`config.mk`:
```
export PLATFORM = sky130hd
export DESIGN_NAME = hash_digest_out
export DESIGN_NICKNAME = d
export VERILOG_FILES = /design/src/rtl/hash_digest_out.sv
export SDC_FILE = /design/constraint.sdc
export NUM_CORES = 1
export LEC_CHECK = 0
export BUFFER_PORTS_ARGS = -buffer_cell sky130_fd_sc_hd__buf_2
export CAP_MARGIN = 40
export CORE_UTILIZATION = 40
export CTS_BUF_LIST = sky130_fd_sc_hd__clkbuf_16
export CTS_CLUSTER_SIZE = 12
export DETAILED_ROUTE_END_ITERATION = 12
export PLACE_DENSITY_LB_ADDON = 0.2
export SETUP_SLACK_MARGIN = 0.4
export SLEW_MARGIN = 5
export SYNTH_ARGS = -nofsm -noshare
export SYNTH_HDL_FRONTEND = slang
export SYNTH_SLANG_ARGS = --single-unit
```
`constraint.sdc`:
```
create_clock -name clk -period 4.8 [get_ports clk]
set_input_delay 0.48 -clock clk [delete_from_list [all_inputs] [get_ports clk]]
set_output_delay 0.48 -clock clk [all_outputs]
set_load 0.05 [all_outputs]
```
`src/rtl/hash_digest_out.sv`:
```
// Digest output stage: captures the final 256-bit chaining value {li,ri} and
// streams it as eight 32-bit words over a valid/ready interface.
module hash_digest_out #(
    parameter int BYTE_SWAP = 0,
    parameter int CNT_W     = 3
) (
    input  logic         clk,
    input  logic         rst,
    input  logic         start,
    input  logic [127:0] li,
    input  logic [127:0] ri,
    input  logic         clr,
    output logic [31:0]  do_data,
    output logic         do_valid,
    input  logic         do_ready,
    output logic         do_last,
    output logic         busy,
    output logic         done
);

    typedef enum logic [1:0] {
        IDLE = 2'd0,
        SEND = 2'd1,
        FIN  = 2'd2
    } state_t;

    localparam logic [CNT_W-1:0] LAST_IDX = '1;

    state_t           r_state;
    logic [255:0]     r_hold;
    logic [CNT_W-1:0] r_cnt;

    logic             w_hs;
    logic [CNT_W-1:0] w_cnt_nxt;
    logic [255:0]     w_hold_shift;

    function automatic logic [31:0] fmt_word(input logic [31:0] w);
        if (BYTE_SWAP != 0)
            return {w[7:0], w[15:8], w[23:16], w[31:24]};
        else
            return w;
    endfunction

    assign w_hs         = do_valid & do_ready;
    assign w_cnt_nxt    = r_cnt + 1'b1;
    assign w_hold_shift = {r_hold[223:0], 32'h0};

    // Outputs are registered; the word following a handshake is taken from
    // the second word slot of the holding register, which shifts up in step.
    always_ff @(posedge clk or negedge rst) begin
        if (!rst) begin
            r_state  <= IDLE;
            r_hold   <= '0;
            r_cnt    <= '0;
            do_data  <= '0;
            do_valid <= 1'b0;
            do_last  <= 1'b0;
            busy     <= 1'b0;
            done     <= 1'b0;
        end else if (clr) begin
            r_state  <= IDLE;
            r_hold   <= '0;
            r_cnt    <= '0;
            do_data  <= '0;
            do_valid <= 1'b0;
            do_last  <= 1'b0;
            busy     <= 1'b0;
            done     <= 1'b0;
        end else begin
            case (r_state)
                IDLE: begin
                    done <= 1'b0;
                    if (start) begin
                        r_hold   <= {li, ri};
                        r_cnt    <= '0;
                        r_state  <= SEND;
                        do_valid <= 1'b1;
                        do_data  <= fmt_word(li[127:96]);
                        do_last  <= 1'b0;
                        busy     <= 1'b1;
                    end
                end
                SEND: begin
                    if (w_hs) begin
                        r_hold <= w_hold_shift;
                        r_cnt  <= w_cnt_nxt;
                        if (r_cnt == LAST_IDX) begin
                            r_state  <= FIN;
                            do_valid <= 1'b0;
                            do_data  <= '0;
                            do_last  <= 1'b0;
                            done     <= 1'b1;
                        end else begin
                            do_data <= fmt_word(r_hold[223:192]);
                            do_last <= (w_cnt_nxt == LAST_IDX);
                        end
                    end
                end
                FIN: begin
                    r_state <= IDLE;
                    done    <= 1'b0;
                    busy    <= 1'b0;
                end
                default: begin
                    r_state  <= IDLE;
                    do_valid <= 1'b0;
                    do_data  <= '0;
                    do_last  <= 1'b0;
                    busy     <= 1'b0;
                    done     <= 1'b0;
                end
            endcase
        end
    end

endmodule

```
# == Yosys cells after proc, flatten, opt, wreduce, memory -nomap -nowiden ==
# Cells that the tools add are included.
# op_classes
n_eq_ne,9
mux,34
n_bitwise,1
n_reduce_logical,8
addsub,1
# op_table
cell,count
2-to-1 mux 224 bit,3
case mux 224 bit (2 select lines),1
2-to-1 mux 32 bit,4
case mux 32 bit (3 select lines),1
2-to-1 mux 1 bit,13
2-to-1 mux 3 bit,3
"!= test 3 bit, second input constant",3
AND reduction 3 bit,3
2-to-1 mux 2 bit,4
"== test 3 bit, second input constant",2
case mux 1 bit (3 select lines),2
case mux 3 bit (2 select lines),1
"!= test 2 bit, second input constant",2
case mux 2 bit (2 select lines),1
AND reduction 2 bit,2
AND reduction 4 bit,1
"adder 3 x 1 -> 3 bit, second input constant",1
nonzero test 3 bit,1
"== test 2 x 1 -> 1 bit, second input constant",1
"== test 2 bit, second input constant",1
zero test 2 bit,1
case mux 1 bit (2 select lines),1
AND 1 bit,1
# totals
output_inout_bits,36
register_bits,265
wordCells,61
inputBits,261

# == Longest topological paths before layout ==
# Gate-level depths: netlist of the first run.
# logic_depth
word_depth,6
ltp_mapped,6
mapped_depth_nobuf,5

# == Least setup slack after synthesis of the first run ==
# No wires, ideal clock.
# synth_path
path_type,register -> register
start,register do_valid
end,register do_data[10]
arrival_time_ns,1.754
required_time_ns,4.675
synth_period_minus_slack_ns,1.879
stages_incl_launch_ff,6
n_path_buf,2
setup_time_ns,0.125
path_slack_ns,2.921
path_cell_list,dfrtp_1 a21o_1 a221o_1 buf_6 buf_12 mux2_4
# synth_between
elab_chain_cells,3
# synth_lines
item,line_no,text
"start, declared",14,"output logic do_valid,"
"start signal, assigned",56,do_valid <= 1'b0;
"start signal, assigned",65,do_valid <= 1'b0;
"start signal, assigned",77,do_valid <= 1'b1;
AND 1 bit,44,assign w_hs = do_valid & do_ready;
!= test 3 bit (no line),n/a,
AND reduction 3 bit (no line),n/a,
"end signal, assigned",78,do_data <= fmt_word(li[127:96]);
"end signal, assigned",94,do_data <= fmt_word(r_hold[223:192]);
"end, declared",13,"output logic [31:0] do_data,"
# Every way passes these cells.
# A chain may end at the register's enable or synchronous reset.

# == Final worst setup path of the first run ==
# layout_path
start,register r_state[0]
end,register r_hold[135]
# layout_between
elab_chain_cells,3
elab_cells_between_ends,8
cone_classes,eq/ne (3); mux (2); reduce/logical (3)
# layout_lines
item,line_no,text
"start, declared",29,state_t r_state;
"start signal, assigned",52,r_state <= IDLE;
"start signal, assigned",61,r_state <= IDLE;
"start signal, assigned",76,r_state <= SEND;
== test 2 x 1 -> 1 bit or zero test 2 bit (tied branches),70,case (r_state)
"!= test 3 bit (no line), or another cell as far along",n/a,
AND reduction 3 bit (no line) or 2-to-1 mux 224 bit (tied branches),n/a,
"end signal, assigned",74,"r_hold <= {li, ri};"
"end signal, assigned",85,r_hold <= w_hold_shift;
"end, declared",30,logic [255:0] r_hold;
# Parallel ways exist; a longest one is shown, timed or not.

==> metrics, run 1 <==
result of the run=complete, but fails checks; failing checks=negative hold slack; Final setup viols=0; worst-case vdd ir drop=0.263 mV; HPWL after detailed placement=22000 um; wire length of the first global-routing pass=54000 um; kind of end point of the critical path=flop; Final Wtd Congestion=around 0.74; number of buffers created by CTS=30; total setup buffers inserted after CTS=0; total number of placement rows=65; cell type with the largest total area after synthesis=dfrtp_1; sort of element at the start of the critical path=flop; cells taking the most area after synthesis=dfrtp_1 52%, mux2i_1 15%, o32ai_1 13%; maximum operating frequency=between 0.3 and 0.4 GHz; most common cell in the synthesized netlist=dfrtp_1; clock insertion delay at the later pin of the skew report=approximately 0.55 ns; Syn. warnings=0; number of global-route vias before repair=9651; CTS H-Tree Depth=1; pin slew with the least headroom to its limit=0.956 ns; total track usage=0.203; total of max-cap violations=0; CP top delay family=compound AO/OA/AOI/OAI gates; pin count of the biggest net entering global routing=approximately 110; Post-synth EDFFs=0; CTS tree=yes; critical path class=flop to flop; Worst Path Required=5.20 ns; I/O pin cnt=297; number of buffers inserted by hold repair at cts=0; gate count of the mapped netlist=around 1100; clock skew after layout=~0.0076 ns; cells traversed along the worst timing path=nor2b_1 > o21ba_4 > buf_12 > o32ai_1; Total Die Area=~33000 um^2; clock-pin slew on the worst setup and hold paths=0.06 ns; final critical-path required period=around 3 ns; Commonest cells post-synth=265 x dfrtp_1, 200 x inv_1, 192 x mux2i_1, 192 x o32ai_1, 54 x buf_2; antenna violation net count after detailed routing=0; number of nets in the finished design=1600; fraction of layout instances using a drive strength above 1=0.286; drc violations=0; RSZ-0062 raised after global routing=no; power density cells=around 350 nW/um^2; TritonRoute pass-1 iters=5; static leakage=7.19 nW; net count after synthesis=1358; Primary FF master, synth=dfrtp_1; number of vias in the routed layout=9486; kind of path behind the tightest hold check=input port to async pin; drt total wl=33700 um; DIE WIDTH=181 um; antenna violations before repair=13; biggest fanout along the worst timing path=95; register area=6640 um^2; number of buffers inserted by port buffering=296; Clock Tree Buf Depth=3; Setup TNS Final=0 ns; footprint of the multi-input gates=4970 um^2; worst hold-check slack=-0.0547 ns; Hold Vio Cnt, Final=21; Slew Viols, Final=0; Clock Root Buffer=clkbuf_16; signed area change from the synthesized netlist to the final layout=21.6%; post-synthesis cell type count=38; arrival time reported for the critical path endpoint=3.35 ns; total of fill cells in the finished design=between 2000 and 3000; Num Clock Sinks=265; detailed-route wire length per cell=19.1 um; Avg Cell Area, Syn=11.7 um^2; routed vias/inst=5.37; flops & latches, synth=265; max incr delay on CP=between 0.7 and 0.8 ns; Std-Cell Core Area=31600 um^2; register area share after synthesis=0.517; number of DRC markers after the initial detailed-route iteration=535; total power=roughly 5.5 mW; worst slew slack as a fraction of its limit=0.362; height of the die=roughly 180 um; CP max-delay cell=o21ba_4; GR Overflow Total=0; post-CTS sizing=0; proportion of register bits with asynchronous set or reset after synthesis=1.00; Starting Density=0.407; Post-Synthesis Cell Area=12800 um^2; post-synth top area share=0.517; total buffers and inverters traversed by the critical path=1; Final period util=0.613
## worst reg2reg max path: stages (launching register included)
cell	delay, ns
dfrtp_4	0.75
nor2b_1	0.56
o21ba_4	0.77
buf_12	0.45
o32ai_1	0.28
## power by group
group	switching, mW	leakage [nW]	internal, mW
clock network	0.913	0.480	1.26
registers	0.0964	3.59	2.38
logic	0.490	3.12	0.356
total	1.50	7.19	4.00
## cell families after synthesis
kind of cell	synth area share
compound gates	0.188
fa+ha+maj	0.00292
buf+inv	0.0993
flops	0.517
mux	0.180
simple gates	0.0127
## final timing paths
path / start / cells past startpoint / end / slack, ns
worst min register to register: do_data[19] / 1 / do_data[19] / 0.50
max in group asynchronous: rst / 2 / r_hold[4] / 3.68
min in group clk: ri[3] / 2 / r_hold[3] / 0.15
worst min-delay path: rst / 1 / done / -0.05
worst max register to register: r_state[0] / 4 / r_hold[135] / 1.86
worst max-delay path: r_state[0] / 4 / r_hold[135] / 1.86
## area by class of cell
class	instances	share of cell area
clock buffers	31	0.0497
diodes	3	0.000481
repair buffers	315	0.116
well taps	402	0.0322
inverters	201	0.0483
multi-input cells	523	0.318
flip-flops and latches	265	0.425
clock inverters	25	0.0101
## state kept, by name (all words and copies together), names as in the netlist
register,count
r_state,2
done,1
do_valid,1
do_last,1
do_data,32
busy,1
r_cnt,3
r_hold,224
## stage by stage
stage          hold WS (ns)  cells  instance area [um^2]  utilization  worst slack [ns]
2_1_floorplan         0.184   1094                 12800            -              2.92
3_3_place_gp          0.484   1699                 14500        0.460              1.71
3_5_place_dp          0.489   1706                 14700        0.465              1.85
4_1_cts             0.00512   1762                 15600        0.494              1.85
5_1_grt              0.0152   1764                 15600        0.494              1.70
6_report            -0.0547   1765                 15600        0.495              1.86
## per-layer routing
| layer | routed length, um | global-route usage |
|---|---|---|
| met1 | 16600 | 0.310 |
| met4 | 445 | 0.0369 |
| met5 | 101 | 0 |
| met3 | 2380 | 0.0532 |
| met2 | 14100 | 0.288 |
## layout by cell type, fill, tap and decap left out, types with 2 or more instances in the layout
master     Yosys  final
buf_2         54    294
buf_12         2      6
a22o_1        26     26
a21oi_1        8      8
nor2b_1        8      8
clkinv_2       0      5
ha_1           3      3
dfrtp_1      265    264
bufinv_16      0      2
mux2i_1      192    192
clkbuf_16      0     31
mux2_4        23     23
buf_8          0      2
clkinv_1       1     13
diode_2        0      3
and3_1         2      2
nor4b_4        1      2
nor2_1         6      6
mux2_2         4      4
buf_4          1      8
a32o_1        34     34
o21ai_0        3      3
o32ai_1      192    192
buf_16         0      4
inv_1        200    205
o22ai_1        6      6
Power figures use the tool's default switching activity.
==> inputs of run 2 (changes only) <==
- clock period: 4.8 -> 2.6 ns (I/O delays scaled with it)
==> run 2 against run 1 <==
Largest cell class unchanged. Register-to-register slack got worse by 1.3 ns. The flow now finishes without violations. First-iteration DRC count rose by 24%. Highest routed layer unchanged. Fmax grew 42%.
==> metrics, run 2 (synthesis gave the netlist of run 1 again) <==
Starting Density=0.407 (unchanged); Logic pwr share=0.174 (was 0.154); HPWL after detailed placement=22700 um (was 22000 um); net switching power=2.86 mW (was 1.50 mW); final critical-path required period=2.08 ns (was 2.94 ns); Setup TNS Final=0 ns (unchanged); sort of element at the start of the critical path=flop (unchanged); signed area change from the synthesized netlist to the final layout=34.0% (was 21.6%); clock skew after layout=0.0125 ns (was 0.00760 ns); GR Overflow Total=0 (unchanged); number of buffers created by CTS=31 (was 30); Total Die Area=32800 um^2 (unchanged); Clock Tree Buf Depth=3 (unchanged); clock power share=0.384 (was 0.396); drt total wl=36000 um (was 33700 um); Int Power=7.44 mW (was 4.00 mW); flip-flop count of the largest register, all copies and words added=224 (unchanged); worst-case vdd ir drop=0.453 mV (was 0.263 mV); most common cell after layout, fill and taps aside=buf_2 (unchanged); post-layout util=0.545 (was 0.495); clock insertion delay at the later pin of the skew report=0.55 ns (about the same); number of vias in the routed layout=10100 (was 9486); number of nets in the finished design=1763 (was 1600); kind of path behind the tightest hold check=input port to flop (was input port to async pin); Worst Path Required=2.99 ns (was 5.20 ns); Final period util=0.799 (was 0.613); switching share of total power=0.278 (was 0.273); CTS tree=yes (unchanged); post-CTS sizing=0 (unchanged); pin slew with the least headroom to its limit=0.791 ns (was 0.956 ns); Final setup viols=0 (unchanged); power density cells=599 nW/um^2 (was 352 nW/um^2); TritonRoute pass-1 iters=4 (was 5); Num Clock Sinks=265 (unchanged); total track usage=0.216 (was 0.203); critical path class=flop to flop (unchanged); DIE WIDTH=181 um (unchanged); total number of placement rows=65 (unchanged); drc violations=0 (unchanged); antenna violations before repair=7 (was 13); number of buffers inserted by port buffering=296 (unchanged); biggest fanout along the worst timing path=66 (was 95); fraction of layout instances using a drive strength above 1=0.260 (was 0.286); detailed-route wire length per cell=18.7 um (was 19.1 um); kind of end point of the critical path=flop (unchanged); total power=10.3 mW (was 5.50 mW); commonest non-fill, non-tap cells in the layout=294 x buf_2, 264 x dfrtp_1, 207 x inv_1 (was 294 x buf_2, 264 x dfrtp_1, 205 x inv_1); height of the die=181 um (unchanged); total of max-cap violations=0 (unchanged); wire length of the first global-routing pass=57200 um (was 54000 um); Largest Register=r_hold (unchanged); result of the run=finished, final reports clean (was complete, but fails checks); antenna violation net count after detailed routing=0 (unchanged); RSZ-0062 raised after global routing=no (unchanged); worst slew slack as a fraction of its limit=0.473 (was 0.362); routed vias/inst=5.23 (was 5.37); clock-pin slew on the worst setup and hold paths=0.06 ns (about the same); I/O pin cnt=297 (unchanged); registers with the highest flip-flop counts=r_hold: 224 flops, do_data: 32 flops, r_cnt: 3 flops (unchanged); number of global-route vias before repair=10100 (was 9651); Final Wtd Congestion=0.774 (was 0.744); Std-Cell Core Area=31600 um^2 (unchanged); Hold Vio Cnt, Final=0 (was 21); sequential power share=0.441 (was 0.450); static leakage=7.86 nW (was 7.19 nW); Slew Viols, Final=0 (unchanged); pin count of the biggest net entering global routing=101 (was 112); arrival time reported for the critical path endpoint=2.47 ns (was 3.35 ns); Clock Root Buffer=clkbuf_16 (unchanged); CTS H-Tree Depth=1 (unchanged); number of DRC markers after the initial detailed-route iteration=663 (was 535); maximum operating frequency=0.481 GHz (was 0.340 GHz)
-- run 2: timing repair --
item,CTS,global route
setup buffers,0,0
endpoints found under the hold margin,226,0
hold buffers,157,0
-- run 2: layer usage --
metal / GRT usage / up-vias / routed length [um]
li1: - / 4860 / -
met1: 0.326 / 4877 / 17400
met2: 0.319 / 300 / 16000
met3: 0.0409 / 43 / 1990
met4: 0.0431 / 6 / 585
met5: 0 / - / 38
-- run 2: final timing paths --
check,from,end,slack [ns],cells after the start
worst max-delay path,r_state[0],r_hold[44],0.52,4
min in group asynchronous,rst,do_data[9],0.31,2
worst max register to register,r_state[0],r_hold[44],0.52,4
worst min-delay path,li[45],r_hold[173],0.01,3
worst min register to register,do_data[29],do_data[29],0.50,1
max in group asynchronous,rst,do_data[28],1.51,3
-- run 2: layout make-up --
| cell class | count | area, um^2 |
|---|---|---|
| diodes | 4 | 10.0 |
| inverters | 201 | 754 |
| clock inverters | 24 | 135 |
| well taps | 402 | 503 |
| flip-flops and latches | 265 | 6640 |
| fillers | 2807 | 14400 |
| multi-input cells | 523 | 4970 |
| repair buffers | 477 | 3410 |
| clock buffers | 31 | 776 |
-- run 2: critical path, cell delays in order, from the launching register on --
cell and delay, ns:
dfrtp_4 0.55, and3_1 0.25, o21ai_4 0.23, buf_4 0.62, o32ai_1 0.18
-- run 2: per-stage QoR --
stage	instance area (um^2)	std cells	hold slack [ns]	worst slack (ns)
after global placement	14600	1707	0.297	0.517
after detailed placement	14700	1711	0.298	0.574
after floorplan	12800	1094	-0.0356	0.721
after CTS	17200	1923	0.000108	0.554
final	17200	1927	0.0128	0.522
after global routing	17200	1924	0.00760	0.435
-- run 2: power by group through the flow --
stage	clock network (mW)	registers, mW	logic (mW)
after floorplan	0	4.73	0.885
after global placement	0	4.61	1.58
after detailed placement	0	4.62	1.61
after CTS	4.06	4.55	1.81
after global routing	4.23	4.58	1.95
final	3.96	4.55	1.80
==> inputs of run 3 (changes only) <==
- clock period: 2.6 -> 1.85 ns (I/O delays scaled with it)
==> run 3 against run 2 <==
Flip-flop and latch count is the same. First-iteration DRC count grew 33%. Via count grew 16%. Combinational power grew 120%. Critical path type unchanged. Highest routed layer is now met4.
==> metrics, run 3 (synthesis gave the netlist of run 1 again) <==
CTS tree=yes (unchanged); area post-placement=15000 um^2 (was 14700 um^2); total of fill cells in the finished design=2239 (was 2807); antenna violation net count after detailed routing=0 (unchanged); sort of element at the start of the critical path=flop (unchanged); WL met1=20400 um (was 17400 um); fraction of layout instances using a drive strength above 1=0.376 (was 0.260); CTS H-Tree Depth=1 (unchanged); Worst Path Required=2.29 ns (was 2.99 ns); CP max-delay cell=dfrtp_4 (was buf_4); result of the run=finished, final reports clean (unchanged); Slew Viols, Final=0 (unchanged); commonest non-fill, non-tap cells in the layout=294 x buf_2, 263 x dfrtp_1, 252 x dlygate4sd3_1 (was 294 x buf_2, 264 x dfrtp_1, 207 x inv_1); static leakage=9.57 nW (was 7.86 nW); Total Die Area=32800 um^2 (unchanged); HPWL after detailed placement=23500 um (was 22700 um); Final period util=0.970 (was 0.799); GR Overflow Total=0 (unchanged); maximum operating frequency=0.557 GHz (was 0.481 GHz); number of buffers inserted by port buffering=296 (unchanged); total track usage=0.269 (was 0.216); CP top delay family=compound AO/OA/AOI/OAI gates (was buffers and inverters); height of the die=181 um (unchanged); wire length of the first global-routing pass=69900 um (was 57200 um); total number of placement rows=65 (unchanged); worst slew slack as a fraction of its limit=0.514 (was 0.473); arrival time reported for the critical path endpoint=2.24 ns (was 2.47 ns); flip-flop count of the largest register, all copies and words added=224 (unchanged); pin slew with the least headroom to its limit=0.728 ns (was 0.791 ns); Num Clock Sinks=265 (unchanged); critical path class=flop to flop (unchanged); pin count of the biggest net entering global routing=106 (was 101); register area=6640 um^2 (about the same); Std-Cell Core Area=31600 um^2 (unchanged); uppermost layer routed=met4 (was met5); footprint of the multi-input gates=6250 um^2 (was 4970 um^2); registers with the highest flip-flop counts=r_hold: 224 flops, do_data: 32 flops, r_cnt: 3 flops (unchanged); power density cells=731 nW/um^2 (was 599 nW/um^2); drt total wl=47200 um (was 36000 um); worst-case vdd ir drop=0.712 mV (was 0.453 mV); fin area=21500 um^2 (was 17200 um^2); total buffers and inverters traversed by the critical path=2 (was 1); Final Wtd Congestion=0.748 (was 0.774); Clock Tree Buf Depth=3 (unchanged); Setup TNS Final=0 ns (unchanged); drc violations=0 (unchanged); kind of end point of the critical path=flop (unchanged); clock skew after layout=0.0132 ns (was 0.0125 ns); I/O pin cnt=297 (unchanged); kind of path behind the tightest hold check=input port to flop (unchanged); routed vias/inst=5.51 (was 5.23); Clock Root Buffer=clkbuf_16 (unchanged); total of max-cap violations=0 (unchanged); biggest fanout along the worst timing path=15 (was 66); Starting Density=0.407 (unchanged); number of vias in the routed layout=11700 (was 10100); total met3 wirelength after detailed routing=2380 um (was 1990 um); Final setup viols=0 (unchanged); number of nets in the finished design=1971 (was 1763); antenna violations before repair=2 (was 7); number of DRC markers after the initial detailed-route iteration=885 (was 663); signed area change from the synthesized netlist to the final layout=67.5% (was 34.0%); final critical-path required period=1.79 ns (was 2.08 ns); clock-pin slew on the worst setup and hold paths=0.06 ns (about the same); detailed-route wire length per cell=22.2 um (was 18.7 um); Largest Register=r_hold (unchanged); Hold Vio Cnt, Final=0 (unchanged); max incr delay on CP=0.51 ns (was 0.62 ns); most common cell after layout, fill and taps aside=buf_2 (unchanged); number of global-route vias before repair=12300 (was 10100); RSZ-0062 raised after global routing=yes (was no); clock insertion delay at the later pin of the skew report=0.55 ns (about the same); TritonRoute pass-1 iters=4 (unchanged); amount of wire on met2 after detailed routing=23200 um (was 16000 um); number of buffers created by CTS=31 (unchanged); DIE WIDTH=181 um (unchanged); cells traversed along the worst timing path=and3_4 > o21ba_4 > buf_4 > bufbuf_16 > o32ai_1 (was and3_1 > o21ai_4 > buf_4 > o32ai_1)
run 3: layout make-up:
cell class              count  area share
diodes                      2    0.000233
clock buffers              31      0.0361
well taps                 402      0.0234
repair buffers            684       0.302
multi-input cells         524       0.291
flip-flops and latches    265       0.309
clock inverters            19     0.00349
inverters                 201      0.0351
run 3: metal layers:
metal | GRT usage | vias to the layer above
met5 | 0 | -
li1 | - | 5305
met4 | 0.0722 | 0
met1 | 0.364 | 5849
met3 | 0.0450 | 91
met2 | 0.447 | 475
run 3: metrics by stage:
stage	power [mW]	hold slack [ns]	instances	utilization	setup slack, ns
2_1_floorplan	7.91	-0.111	1094	-	0.132
3_3_place_gp	8.79	0.167	1732	0.475	-0.0342
3_5_place_dp	8.85	0.167	1734	0.476	0.00317
4_1_cts	15.2	0.00918	2098	0.638	0.102
5_1_grt	16.3	0.0379	2128	0.681	-0.0160
6_report	15.7	0.0335	2128	0.681	0.0555
run 3: worst reg2reg max path, stage by stage (launching register included):
cell       delay, ns
dfrtp_4         0.51
and3_4          0.20
o21ba_4         0.29
buf_4           0.17
bufbuf_16       0.28
o32ai_1         0.25
run 3: path summary, 6_finish.rpt:
path,startpoint,depth (start not counted),slack [ns],to
setup / recovery,r_state[0],5,0.06,r_hold[76]
min in group asynchronous,rst,2,0.19,done
max in group asynchronous,rst,3,0.98,r_hold[110]
setup reg to reg,r_state[0],5,0.06,r_hold[76]
hold reg to reg,busy,1,0.49,busy
hold / removal,start,3,0.03,r_state[0]
run 3: timing repair:
item	in CTS	in global routing
hold endpoints to repair	329	0
endpoints found under the setup margin	259	261
pin swaps	1	4
gates cloned	31	15
hold buffers	252	0
setup buffers	31	13
gates resized for setup	101	130
run 3: report_power, final:
part	internal, mW	switching, mW	total, mW	leakage [nW]
Combinational	2.04	1.92	3.96	5.52
Clock	2.97	2.37	5.34	0.464
Sequential	6.17	0.253	6.42	3.58
